<file path="config.mk">
export PLATFORM = sky130hd
export DESIGN_NAME = demux_1to2_stream
export DESIGN_NICKNAME = d
export VERILOG_FILES = /design/src/rtl/demux_1to2_stream.sv
export SDC_FILE = /design/constraint.sdc
export NUM_CORES = 1
export LEC_CHECK = 0
export CELL_PAD_IN_SITES_DETAIL_PLACEMENT = 1
export CELL_PAD_IN_SITES_GLOBAL_PLACEMENT = 1
export CORE_ASPECT_RATIO = 1.5
export CORE_MARGIN = 8
export CORE_UTILIZATION = 36
export CTS_CLUSTER_DIAMETER = 30
export DETAILED_ROUTE_END_ITERATION = 8
export PLACE_DENSITY_LB_ADDON = 0.05
export REMOVE_ABC_BUFFERS = 1
export SLEW_MARGIN = 20
export SYNTH_ARGS = -nofsm -noshare
export SYNTH_HDL_FRONTEND = slang
export SYNTH_SLANG_ARGS = --single-unit
</file>
<file path="constraint.sdc">
create_clock -name clk -period 2 [get_ports clk]
set_clock_uncertainty 0.1 [all_clocks]
set_input_delay 0.2 -clock clk [delete_from_list [all_inputs] [get_ports clk]]
set_output_delay 0.2 -clock clk [all_outputs]
set_load 0.03 [all_outputs]
</file>
<file path="src/rtl/demux_1to2_stream.sv">
// Registered 1:2 valid/ready stream demultiplexer with packet locking.
// Each output has a one-entry register slice and a per-route packet counter.
module demux_1to2_stream #(
    parameter int DATA_W = 8
) (
    input  logic              clk,
    input  logic              reset_n,
    input  logic [DATA_W-1:0] din,
    input  logic              din_valid,
    input  logic              din_last,
    output logic              din_ready,
    input  logic              sel,
    output logic [DATA_W-1:0] dout_0,
    output logic              dout_0_valid,
    output logic              dout_0_last,
    input  logic              dout_0_ready,
    output logic [DATA_W-1:0] dout_1,
    output logic              dout_1_valid,
    output logic              dout_1_last,
    input  logic              dout_1_ready,
    output logic              busy,
    output logic [7:0]        pkt_cnt_0,
    output logic [7:0]        pkt_cnt_1
);

    typedef enum logic {
        IDLE = 1'b0,
        LOCK = 1'b1
    } state_t;

    state_t            state;
    logic              route;
    logic [DATA_W-1:0] data_q  [2];
    logic [1:0]        valid_q;
    logic [1:0]        last_q;
    logic [7:0]        cnt_q   [2];

    logic [1:0] out_ready;
    logic       act_route;
    logic       accept;

    assign out_ready = {dout_1_ready, dout_0_ready};

    // sel only matters at the first beat; once locked it may toggle or be X.
    assign act_route = (state == IDLE) ? sel : route;

    // Ready depends only on the active slice, never on din_valid.
    assign din_ready = ~valid_q[act_route] | out_ready[act_route];
    assign accept    = din_valid & din_ready;

    // Packet-boundary FSM; busy is registered alongside the state.
    always_ff @(posedge clk or negedge reset_n) begin
        if (!reset_n) begin
            state <= IDLE;
            route <= 1'b0;
            busy  <= 1'b0;
        end else begin
            // NOTE: sequential state uses non-blocking assignments so every
            // register samples pre-edge values regardless of statement order.
            unique case (state)
                IDLE: begin
                    if (accept && !din_last) begin
                        state <= LOCK;
                        route <= sel;
                        busy  <= 1'b1;
                    end
                end
                LOCK: begin
                    if (accept && din_last) begin
                        state <= IDLE;
                        busy  <= 1'b0;
                    end
                end
                default: begin
                    state <= IDLE;
                    busy  <= 1'b0;
                end
            endcase
        end
    end

    // Output register slices: load on accept, clear valid on drain-only.
    always_ff @(posedge clk or negedge reset_n) begin
        if (!reset_n) begin
            for (int i = 0; i < 2; i++) begin
                data_q[i] <= '0;
                cnt_q[i]  <= '0;
            end
            valid_q <= '0;
            last_q  <= '0;
        end else begin
            for (int i = 0; i < 2; i++) begin
                if (accept && (act_route == 1'(i))) begin
                    data_q[i]  <= din;
                    last_q[i]  <= din_last;
                    valid_q[i] <= 1'b1;
                    if (din_last) begin
                        cnt_q[i] <= cnt_q[i] + 8'd1;
                    end
                end else if (valid_q[i] && out_ready[i]) begin
                    valid_q[i] <= 1'b0;
                end
            end
        end
    end

    assign dout_0       = data_q[0];
    assign dout_0_valid = valid_q[0];
    assign dout_0_last  = last_q[0];
    assign dout_1       = data_q[1];
    assign dout_1_valid = valid_q[1];
    assign dout_1_last  = last_q[1];
    assign pkt_cnt_0    = cnt_q[0];
    assign pkt_cnt_1    = cnt_q[1];

endmodule

</file>
### After elaboration in Yosys (flattened, before gate mapping)

Index checks and enable logic that the tools add are counted.

| cells by class | value |
|---|---|
| eq/ne operators | 2 |
| add/subtract/negate cells | 2 |
| reduce and logical (&&, ||, !) cells | 13 |
| div/mod/pow operators | 0 |
| shifts and indexed selects | 0 |
| multiply operators | 0 |
| bitwise operators | 5 |
| muxes and demuxes | 15 |
| order comparisons | 1 |

Operators by type and width:

| operator | count |
|---|---|
| 8-bit by 1-bit adder with 8-bit output, second input constant | 2 |
| 1-bit two-way mux | 13 |
| 2-bit AND reduction | 4 |
| 1-bit logical AND | 6 |
| 2-bit by 1-bit inequality test with 1-bit output, second input constant | 2 |
| 1-bit one-hot mux with 2 select lines | 2 |
| 2-bit nonzero test | 2 |
| 1-bit inverter | 3 |
| 1-bit by 2-bit less-than comparator with 1-bit output, second input constant | 1 |
| 1-bit AND | 1 |
| 1-bit zero test | 1 |
| 1-bit bitwise OR | 1 |

| word-level totals | value |
|---|---|
| memory bits (read-only) | 0 |
| input bits | 15 |
| output and inout bits | 38 |
| memories kept | 0 |
| register bits | 39 |
| latch bits | 0 |
| RAM bits | 0 |

### Longest topological paths before layout

Gate-level depths: netlist of run 1.

| logic depth | value |
|---|---|
| word-level depth | 9 |
| depth in mapped cells | 5 |
| depth with buffers taken out | 4 |

### Worst setup path before layout of run 1

No wires, ideal clock.

| timing | value |
|---|---|
| path type | reg2reg |
| from | reg (tool-made name) |
| to | reg route |
| library setup time | 0.128 ns |
| path slack | 0.255 ns |
| stages on the path, launching flop included | 5 |
| period minus slack after synthesis | 1.745 ns |
| arrival | 1.517 ns |
| path through | dfrtp_1 > mux2i_2 > nand3_2 > a211oi_1 > mux2_1 |

RTL lines:

| element | line | text |
|---|---|---|
| end signal, assigned | 64 | `route <= sel;` |
| end, declared | 32 | `logic route;` |

==> summary.txt, run 1 <==
Timing
  • Slew Viols, Final: 0
  • Final min period: 1.85 ns
  • Final setup viols: 0
  • Worst Max-Slew Pin Slew: 0.499 ns
  • Setup_tns: 0 ns
  • Fmax: 541 MHz
  • Final number of hold-violating endpoints: 0
  • Slew margin rel.: 0.667
  • Unrepaired setup endpoints after global routing: no
  • Post-route clock period utilization: 0.924

Clock tree
  • Total CTS buffers: 5
  • # clock sinks: 39
  • CTS tree: yes
  • Clock transition at the registers of the reported paths: 0.08 ns
  • Worst-Skew Late Latency: 0.29 ns
  • H-tree Lvls: 2
  • Setup bufs post-CTS: 0
  • Root buffer cell: clkbuf_8
  • Max Root-Sink Buffers: 2

GRT
  • Vias in the first global route: 1372
  • Largest net degree at the start of global routing: 40
  • All-Layer GR Usage: 0.118
  • Gr ovfl total: 0
  • Initial antenna violation count: 0
  • First-pass GRT wire length: 6580 um

Synthesis
  • Yosys top cell area share: 0.579
  • Yosys warnings: 0
  • Yosys reg bits: 39
  • Sequential element share of the synthesized area: 0.579
  • Cell with the most instances after synthesis: dfrtp_1
  • Mean post-synth cell area: 13.1 um^2
  • Top FF cell, synth: dfrtp_1
  • Unique masters post-synth: 28
  • Top cells by count, synth: dfrtp_1, mux2_2, nand2_1
  • Post-synth EDFFs: 0
  • Synthesized instance count: 129
  • Asr flop ratio synth: 1.00
  • Synth top area cells: dfrtp_1, mux2_2, xor2_1
  • Synth area leader: dfrtp_1
  • Post-Syn Area: 1690 um^2

Power
  • Psw: 1710 uW
  • Int Pwr: 2320 uW
  • Flop pwr share: 0.352
  • Leakage: 0.00106 uW
  • Pwr dens: 1690 nW/um^2
  • Clock share of power: 0.126
  • Peak supply drop: 0.838 mV
  • Switching Share: 0.425
  • Total Power: 4030 uW
  • Logic gate share of total power: 0.522

Drt
  • Via count: 1215
  • Final wirelength: 3990 um
  • TritonRoute pass-1 iters: 2
  • DR DRC count: 0
  • Wire per inst: 16.5 um
  • DR iter-0 viols: 38
  • Routed Antenna Nets: 0
  • Vias per cell: 5.04

Critical path
  • Worst Path Required: 1.70 ns
  • Worst setup path end: din_ready
  • Slowest CP cell: dfrtp_1
  • Worst r2r path cells: 5
  • Crit-path cells: mux2i_2, buf_4, nor2_1, nor2_1, buf_4
  • RR Endpoint: pkt_cnt_0[7]$_DFFE_PN0P_
  • Worst setup EP type: primary output
  • Kind of critical path: flop to primary output
  • CP Max Fanout: 6
  • CP Launch Type: flop
  • R2R Setup Slk: 0.20 ns
  • CP arrival: 1.55 ns
  • Max incr delay on CP: 0.50 ns

Layout
  • Post-route insts no fill: 241
  • Seq. cell area: 976 um^2
  • Multi-input logic area: 681 um^2
  • Synth-to-layout area growth: 41.3%
  • Fill count: 484
  • Layout cell share with drive strength beyond 1: 0.212
  • Ant diodes: 0
  • Core Util, Final: 0.529
  • Final #Nets: 209

Place
  • Port-buffer cells: 52
  • RePlAce Congestion: 0.661
  • DP Wirelength: 3040 um
  • Placed cell count: 232

Worst hold path
  • Hold Path Class: flop to flop

Die
  • Die area: 7170 um^2
  • Die height: 99.8 um
  • Initial core utilization: 0.374
  • Core Region: 4500 um^2
  • # rows: 30
  • Ports: 53
  • Die width: 71.9 um

Status
  • Outcome: finished clean

Flow run
  • Max Cap Viol: 0
## per-stage QoR
step / instance area (um^2) / setup WS, ns / hold slack (ns)
finish: 2380 / 0.151 / 0.364
global route: 2380 / 0.0166 / 0.394
CTS: 2380 / 0.127 / 0.371
detailed placement: 2290 / 0.0437 / 0.187
global placement: 2290 / 0.155 / 0.184
floorplan: 1670 / 0.105 / -0.196
## power by group through the flow
stage | clock network, uW | registers [uW] | logic, uW
floorplan | 0 | 2020 | 592
global placement | 0 | 1410 | 2100
detailed placement | 0 | 1440 | 2130
CTS | 525 | 1430 | 2140
global route | 555 | 1480 | 2230
finish | 507 | 1420 | 2100
## what timing repair did
action                                 4_1_cts  5_1_grt
endpoints found under the hold margin       39        0
gates resized for setup                      0        0
hold buffers                                 1        0
## critical path: cells and delay by family (launching register included)
kind                   cells  cell delay [ns]
and+or+nand+nor            2             0.14
muxes                      1             0.29
DFF                        1             0.50
buffers and inverters      2             0.33
## how the worst min path moves through the flow
stage          cells after the start                      from                    endpoint  slack (ns)
3_5_place_dp                       2                   reset_n    pkt_cnt_0[3]$_DFFE_PN0P_        0.19
4_1_cts                            1  pkt_cnt_1[7]$_DFFE_PN0P_    pkt_cnt_1[7]$_DFFE_PN0P_        0.37
2_1_floorplan                      0                   reset_n  asynchronous set/reset pin       -0.20
5_1_grt                            1  pkt_cnt_1[7]$_DFFE_PN0P_    pkt_cnt_1[7]$_DFFE_PN0P_        0.39
6_report                           1  pkt_cnt_1[7]$_DFFE_PN0P_    pkt_cnt_1[7]$_DFFE_PN0P_        0.36
3_3_place_gp                       2                   reset_n    pkt_cnt_0[4]$_DFFE_PN0P_        0.18
## registers in the layout, summed over array words and instances, names as in the netlist, named ones only
signal / count
dout_1: 8
route: 1
dout_0: 8
valid_q: 2
pkt_cnt_0: 8
pkt_cnt_1: 8
busy: 1
last_q: 2
## kinds of logic after synthesis
| group | Yosys count | synth area share |
|---|---|---|
| buf+inv | 7 | 0.0171 |
| flops | 39 | 0.579 |
| simple gates | 41 | 0.149 |
| fa+ha+maj | 2 | 0.0148 |
| xor+xnor | 14 | 0.0728 |
| compound gates | 4 | 0.0171 |
| mux | 22 | 0.150 |
## cells in the final DEF, fill, tap and decap left out, types with 3 or more instances in the layout
master and count:
mux2_2 18, buf_4 7, nor3_1 4, xnor2_1 3, nor2_1 8, xor2_1 11
inv_1 4, clkdlybuf4s50_1 50, dfrtp_1 39, clkbuf_8 5, nand3_1 5, nand2_1 13
## layer usage
metal | global-route usage | vias to the layer above | part of all wire | wire [um]
li1 | - | 564 | - | -
met1 | 0.120 | 612 | 0.37 | 1480
met2 | 0.201 | 34 | 0.53 | 2100
met3 | 0.0489 | 5 | 0.085 | 337
met4 | 0.0569 | 0 | 0.017 | 69
met5 | 0 | - | 0 | 0
## final cells by class
type                    count  share of cell area
flip-flops and latches     39               0.410
repair buffers             59               0.239
multi-input cells          83               0.286
clock inverters             1             0.00210
inverters                   4             0.00631
clock buffers               7              0.0321
well taps                  48              0.0252
Note: power is estimated with default switching activity, not from simulation.
==> run 2, diff against run 1 <==
--- a/config.mk
+++ b/config.mk
@@ -18,3 +18,4 @@
 export SYNTH_ARGS = -nofsm -noshare
 export SYNTH_HDL_FRONTEND = slang
 export SYNTH_SLANG_ARGS = --single-unit
+export TNS_END_PERCENT = 20
==> results of run 2 <==
The final DEF is identical to that of run 1; final timing and power are the same.
